File: src/rtl/rotary_input_bank.sv
// rotary_input_bank: a bank of quadrature rotary-encoder decoders. Each channel has
// its own push-button debounce and a signed position counter.
// Build option: define QUAD_LONGPRESS_EN to add per-channel long-press detection.
// Without it, longPress is tied low and no long counters are built.
module rotary_input_bank #(
    parameter int CHANNELS      = 1,
    parameter int DEBOUNCE_BITS = 16,
    parameter int COUNT_WIDTH   = 8,
    parameter int LONG_BITS     = 24
) (
    input  logic                            clk,
    input  logic                            rst,
    input  logic [CHANNELS-1:0]             rotA,
    input  logic [CHANNELS-1:0]             rotB,
    input  logic [CHANNELS-1:0]             rotCenter,
    input  logic [CHANNELS-1:0]             posClear,
    output logic [CHANNELS-1:0]             left,
    output logic [CHANNELS-1:0]             right,
    output logic [CHANNELS-1:0]             down,
    output logic [CHANNELS-1:0]             up,
    output logic [CHANNELS-1:0]             held,
    output logic [CHANNELS-1:0]             longPress,
    output logic [CHANNELS*COUNT_WIDTH-1:0] position
);

    typedef enum logic [1:0] {
        IDLE  = 2'd0,
        COUNT = 2'd1,
        HELD  = 2'd2
    } btnState_t;

    localparam logic [COUNT_WIDTH-1:0]   posOne = COUNT_WIDTH'(1);
    localparam logic [DEBOUNCE_BITS-1:0] dbOne  = DEBOUNCE_BITS'(1);

    logic [CHANNELS-1:0] aMeta, aSync;
    logic [CHANNELS-1:0] bMeta, bSync;
    logic [CHANNELS-1:0] cMeta, cSync;

    // Two-flop synchronizers. The encoder phases idle high and the button idles low.
    always_ff @(posedge clk or posedge rst) begin
        if (rst) begin
            aMeta <= '1;
            aSync <= '1;
            bMeta <= '1;
            bSync <= '1;
            cMeta <= '0;
            cSync <= '0;
        end else begin
            aMeta <= rotA;
            aSync <= aMeta;
            bMeta <= rotB;
            bSync <= bMeta;
            cMeta <= rotCenter;
            cSync <= cMeta;
        end
    end

    genvar i;
    generate
        for (i = 0; i < CHANNELS; i++) begin : gChan
            logic                     q1, q2, q1Delay;
            logic                     leftR, rightR;
            logic [COUNT_WIDTH-1:0]   posR;
            btnState_t                state;
            logic [DEBOUNCE_BITS-1:0] cnt;
            logic                     downR, upR, heldR;

            // Rotary filter and step decode. A rising q1 marks a detent, and q2 gives the direction.
            always_ff @(posedge clk or posedge rst) begin
                if (rst) begin
                    q1      <= 1'b1;
                    q2      <= 1'b0;
                    q1Delay <= 1'b1;
                    leftR   <= 1'b0;
                    rightR  <= 1'b0;
                end else begin
                    case ({bSync[i], aSync[i]})
                        2'b00:   q1 <= 1'b0;
                        2'b11:   q1 <= 1'b1;
                        2'b01:   q2 <= 1'b0;
                        default: q2 <= 1'b1;
                    endcase
                    q1Delay <= q1;
                    rightR  <= q1 & ~q1Delay & q2;
                    leftR   <= q1 & ~q1Delay & ~q2;
                end
            end

            // Position counter. It wraps in two's complement, and a clear wins over a same-cycle step.
            always_ff @(posedge clk or posedge rst) begin
                if (rst) begin
                    posR <= '0;
                end else if (posClear[i]) begin
                    posR <= '0;
                end else if (rightR) begin
                    posR <= posR + posOne;
                end else if (leftR) begin
                    posR <= posR - posOne;
                end
            end

            // Button debounce FSM. A press must stay high for the full count; release is taken at once.
            always_ff @(posedge clk or posedge rst) begin
                if (rst) begin
                    state <= IDLE;
                    cnt   <= '0;
                    downR <= 1'b0;
                    upR   <= 1'b0;
                    heldR <= 1'b0;
                end else begin
                    downR <= 1'b0;
                    upR   <= 1'b0;
                    case (state)
                        IDLE: begin
                            if (cSync[i]) begin
                                state <= COUNT;
                                cnt   <= dbOne;
                            end
                        end
                        COUNT: begin
                            if (!cSync[i]) begin
                                state <= IDLE;
                                cnt   <= '0;
                            end else if (cnt == '1) begin
                                state <= HELD;
                                downR <= 1'b1;
                                heldR <= 1'b1;
                            end else begin
                                cnt <= cnt + dbOne;
                            end
                        end
                        HELD: begin
                            if (!cSync[i]) begin
                                state <= IDLE;
                                upR   <= 1'b1;
                                heldR <= 1'b0;
                                cnt   <= '0;
                            end
                        end
                        default: begin
                            state <= IDLE;
                            cnt   <= '0;
                            heldR <= 1'b0;
                        end
                    endcase
                end
            end

`ifdef QUAD_LONGPRESS_EN
            logic [LONG_BITS-1:0] longCnt;
            logic                 longR;

            // Long-press timer. It runs only while held, saturates at all-ones and pulses once on arrival.
            always_ff @(posedge clk or posedge rst) begin
                if (rst) begin
                    longCnt <= '0;
                    longR   <= 1'b0;
                end else begin
                    longR <= 1'b0;
                    if (state != HELD) begin
                        longCnt <= '0;
                    end else if (longCnt != '1) begin
                        longCnt <= longCnt + LONG_BITS'(1);
                        if (longCnt == {{(LONG_BITS-1){1'b1}}, 1'b0}) begin
                            longR <= 1'b1;
                        end
                    end
                end
            end

            assign longPress[i] = longR;
`endif

            assign left[i]  = leftR;
            assign right[i] = rightR;
            assign down[i]  = downR;
            assign up[i]    = upR;
            assign held[i]  = heldR;
            assign position[i*COUNT_WIDTH +: COUNT_WIDTH] = posR;
        end
    endgenerate

`ifndef QUAD_LONGPRESS_EN
    // LONG_BITS only sizes the long-press timers, so here it just qualifies a constant-zero output.
    assign longPress = {CHANNELS{1'b0}} & {CHANNELS{LONG_BITS > 0}};
`endif

endmodule
File: config.mk
export PLATFORM = sky130hd
export DESIGN_NAME = rotary_input_bank
export DESIGN_NICKNAME = d
export VERILOG_FILES = /design/src/rtl/rotary_input_bank.sv
export SDC_FILE = /design/constraint.sdc
export NUM_CORES = 1
export LEC_CHECK = 0
export ABC_CLOCK_PERIOD_IN_PS = 3800
export BUFFER_PORTS_ARGS = -buffer_cell sky130_fd_sc_hd__buf_2
export CAP_MARGIN = 5
export CORE_MARGIN = 8
export CORE_UTILIZATION = 40
export DETAILED_ROUTE_END_ITERATION = 10
export GPL_ROUTABILITY_DRIVEN = 0
export PLACE_DENSITY = 0.6
export SYNTH_ARGS = -nofsm -noshare
export SYNTH_HDL_FRONTEND = slang
export SYNTH_SLANG_ARGS = --single-unit
File: constraint.sdc
create_clock -name clk -period 3.8 [get_ports clk]
set_input_delay 0.19 -clock clk [delete_from_list [all_inputs] [get_ports clk]]
set_output_delay 0.19 -clock clk [all_outputs]
set_load 0.05 [all_outputs]
==> load_flow_metrics.sql <==
INSERT INTO impl_metrics (metric_group, metric, value, unit) VALUES
('critical_path', 'worstPathArrival', '2.41', 'ns'),
('cells_and_area', 'layout.area.seq', '1008', 'sq um'),
('global_route', 'groute.usage.overall', '11.01', '%'),
('timing', 'report.final.hold_viol_count', '0', ''),
('timing', 'peak_freq', '0.4484', 'GHz'),
('synth', 'synth_flop_cell', 'sky130_fd_sc_hd__dfrtp_1', ''),
('die', 'die_h', '88.73', 'um'),
('detailed_routing', 'detailedRoute.firstIterationViolations', '86', ''),
('clocking', 'clock_sinks', '40', ''),
('die', 'starting_density_of_the_core', '41.43', '%'),
('synth', 'muxShareOfSynthArea', '1.538', '%'),
('critical_path', 'required', '3.98', 'ns'),
('synth', 'post_synth_instance_area', '2116', 'sq um'),
('cells_and_area', 'layout_commonest_cell', 'sky130_fd_sc_hd__dfrtp_1', ''),
('synth', 'synth_warnings', '0', ''),
('place', 'dp_hpwl', '2733', 'um'),
('global_route', 'pin_count_of_the_biggest_net_entering_global_routing', '41', ''),
('synth', 'number_of_cells_produced_by_synthesis', '212', ''),
('die', 'floorplan.die.width', '88.73', 'um'),
('clocking', 'cts_inserted_buffers', '5', ''),
('pwr', 'cellPowerDensity', '462.4', 'nW/um^2'),
('critical_path', 'critPathKind', 'flip-flop to flip-flop', ''),
('detailed_routing', 'drt_pre_antenna_iters', '4', ''),
('clocking', 'cts.repair_timing.setup_buffer_count', '0', ''),
('run_status', 'outcome', 'finished, final reports clean', ''),
('detailed_routing', 'detail-route-antenna-nets', '0', ''),
('die', 'number_of_cell_rows', '26', ''),
('critical_path', 'critical_path.endpoint_type', 'flip-flop', ''),
('cells_and_area', 'fin_nets', '249', ''),
('synth', 'synth_seq_area_share', '47.66', '%'),
('synth', 'avgSynthCellArea', '9.980', 'sq um'),
('cells_and_area', 'synthToLayoutAreaGrowth', '12.24', '%'),
('clocking', 'clockRootBuffer', 'sky130_fd_sc_hd__clkbuf_8', ''),
('synth', 'synth_async_sr_flop_share', '100.0', '%'),
('synth', 'post_synth_xor_xnor_area', '2.484', '%'),
('cells_and_area', 'final_layout_size_suffix_gt1_share', '18.80', '%'),
('timing', 'clock-skew-final', '0.006785', 'ns'),
('detailed_routing', 'totalWireLength', '4018', 'um'),
('timing', 'fin_max_slew_vios', '0', ''),
('synth', 'synth-edff-count', '0', ''),
('clocking', 'clk_path_buf_depth', '2', ''),
('detailed_routing', 'drcViolationCount', '0', ''),
('run', 'cap_viol_max_count', '0', ''),
('clocking', 'worstSkewPairLatency', '0.29', 'ns'),
('timing', 'min_period_over_period', '58.69', '%'),
('timing', 'timing.slew.headroom', '48.71', '%'),
('global_route', 'vias_in_the_first_global_route', '1482', ''),
('timing', 'clock_period_minus_final_worst_setup_slack', '2.230', 'ns'),
('global_route', 'overflow', '0', ''),
('cells_and_area', 'multi_input_comb_area', '1028', 'sq um'),
('timing', 'unrepaired_setup_endpoints_after_global_routing', 'false', ''),
('die', 'fp.coreArea', '5107', 'sq um'),
('clocking', 'cts.reportedPaths.clkPinSlew', '0.08', 'ns'),
('synth', 'synthDistinctLibCells', '53', ''),
('synth', 'syn_nets', '228', ''),
('worst_hold_path', 'hold_path_class', 'input pin to asynchronous set/reset pin', ''),
('place', 'placement.io_buffers', '18', ''),
('global_route', 'global_route_wire_length_before_repair', '6886', 'um'),
('pwr', 'largest_vdd_supply_drop', '0.1810', 'mV'),
('synth', 'synthSimpleGateAreaFrac', '19.93', '%'),
('cells_and_area', 'mostFrequentLayoutCells', '34 x sky130_fd_sc_hd__dfrtp_1, 25 x sky130_fd_sc_hd__o21ai_0, 18 x sky130_fd_sc_hd__buf_2', ''),
('synth', 'number_of_storage_elements_in_the_synthesis_netlist', '40', ''),
('timing', 'timing.final.setup_violations', '0', ''),
('die', 'ioPinCount', '20', ''),
('place', 'placed_cells_incl_taps', '293', ''),
('synth', 'dominant_combinational_cell_family_by_area_after_synthesis', 'simple AND/OR/NAND/NOR gates', ''),
('detailed_routing', 'route.detailed.wl_per_inst', '13.22', 'um'),
('synth', 'synth_fa_ha_area_share', '6.268', '%'),
('critical_path', 'worstPathMaxFanout', '8', ''),
('clocking', 'htreeDepth', '2', ''),
('timing', 'worstMarginPinSlew', '0.7666', 'ns');
[worst paths after layout]
path / from / end / slack [ns] / cells past startpoint
setup / recovery: right$_DFF_PP0_ / position[7]$_DFFE_PP0P_ / 1.57 / 7
hold / removal: rst / gChan[0].cnt[6]$_DFFE_PP0P_ / 0.01 / 3
setup reg to reg: right$_DFF_PP0_ / position[7]$_DFFE_PP0P_ / 1.57 / 7
hold reg to reg: bMeta$_DFF_PP1_ / bSync$_DFF_PP1_ / 0.36 / 0
max in group asynchronous: rst / gChan[0].q1$_DFFE_PP1P_ / 3.43 / 3
min in group clk: posClear / position[5]$_DFFE_PP0P_ / 0.20 / 2
[what timing repair did]
action                    4_1_cts  5_1_grt
hold buffers                    3        0
gates resized for setup         0        0
hold endpoints to repair        3        0
[area by class of cell]
class / instances / area share (%)
repair buffers: 22 / 5.374
inverters: 8 / 1.264
flip-flops and latches: 40 / 42.47
clock buffers: 6 / 3.477
well taps: 70 / 3.688
clock inverters: 2 / 0.4215
multi-input cells: 156 / 43.31
[metrics by stage]
step                area [sq um]  util (%)  worst slack, ns  power (W)
floorplan                   2116         -            1.359  0.0007532
global route                2375     46.50            1.370   0.001166
global placement            2252     44.10            1.602  0.0008142
CTS                         2375     46.50            1.527   0.001119
detailed placement          2252     44.10            1.547  0.0008154
finish                      2375     46.50            1.570   0.001098
[sequential cells by signal, summed over array words and instances (netlist names)]
name           flops
aMeta              1
aSync              1
bMeta              1
bSync              1
cMeta              1
cSync              1
down               1
gChan.cnt         16
gChan.q1           1
gChan.q1Delay      1
gChan.q2           1
gChan.state        2
held               1
left               1
position           8
right              1
up                 1
[critical path: stages (launching register included)]
cell	delay [ns]
sky130_fd_sc_hd__dfrtp_1	0.48
sky130_fd_sc_hd__inv_1	0.18
sky130_fd_sc_hd__ha_1	0.34
sky130_fd_sc_hd__a211oi_1	0.22
sky130_fd_sc_hd__o21ai_0	0.19
sky130_fd_sc_hd__nor3_1	0.17
sky130_fd_sc_hd__a2bb2oi_1	0.20
sky130_fd_sc_hd__mux2_2	0.34
[report_power, final]
part	leakage [nW]	switching [W]	internal [W]
registers	0.522	0.0000293	0.000459
clock network	0.0510	0.000144	0.000145
logic	0.484	0.000200	0.000120
[Yosys cell counts, types with 2 or more instances]
cell type,instances,share of area (%)
sky130_fd_sc_hd__a21o_1,2,0.71
sky130_fd_sc_hd__a21oi_1,12,2.8
sky130_fd_sc_hd__a31oi_1,3,0.89
sky130_fd_sc_hd__and2_1,2,0.59
sky130_fd_sc_hd__buf_6,2,1.1
sky130_fd_sc_hd__clkbuf_1,5,0.89
sky130_fd_sc_hd__dfrtp_1,34,40
sky130_fd_sc_hd__dfstp_2,6,7.5
sky130_fd_sc_hd__ha_1,9,5.3
sky130_fd_sc_hd__inv_1,8,1.4
sky130_fd_sc_hd__mux2_2,2,1.1
sky130_fd_sc_hd__nand2_1,16,2.8
sky130_fd_sc_hd__nand2b_1,2,0.59
sky130_fd_sc_hd__nand3_1,6,1.4
sky130_fd_sc_hd__nand3b_1,2,0.71
sky130_fd_sc_hd__nand4_1,4,1.2
sky130_fd_sc_hd__nor2_1,17,3.0
sky130_fd_sc_hd__nor2b_1,3,0.89
sky130_fd_sc_hd__nor3_1,5,1.2
sky130_fd_sc_hd__nor3b_1,4,1.4
sky130_fd_sc_hd__o21ai_0,25,5.9
sky130_fd_sc_hd__o31ai_1,8,2.8
sky130_fd_sc_hd__xnor2_1,4,1.7
sky130_fd_sc_hd__xor2_1,2,0.83
[routing by layer]
layer  GRT usage, %  up-vias  part of all wire (%)
met5              0        -                     0
met4          4.147        0                  0.85
met3          2.878        4                   4.2
met2          16.78       21                    44
met1          14.48      743                    51
li1               -      803                     -
[cell families after synthesis]
group / after synthesis
XOR/XNOR: 6
buffers and inverters: 16
AND/OR/NAND/NOR: 74
multiplexers: 3
AO/OA/AOI/OAI: 62
adder cells (fa/ha/maj): 10
flip-flops: 40
other: 1
Note: power is estimated with default switching activity, not from simulation.
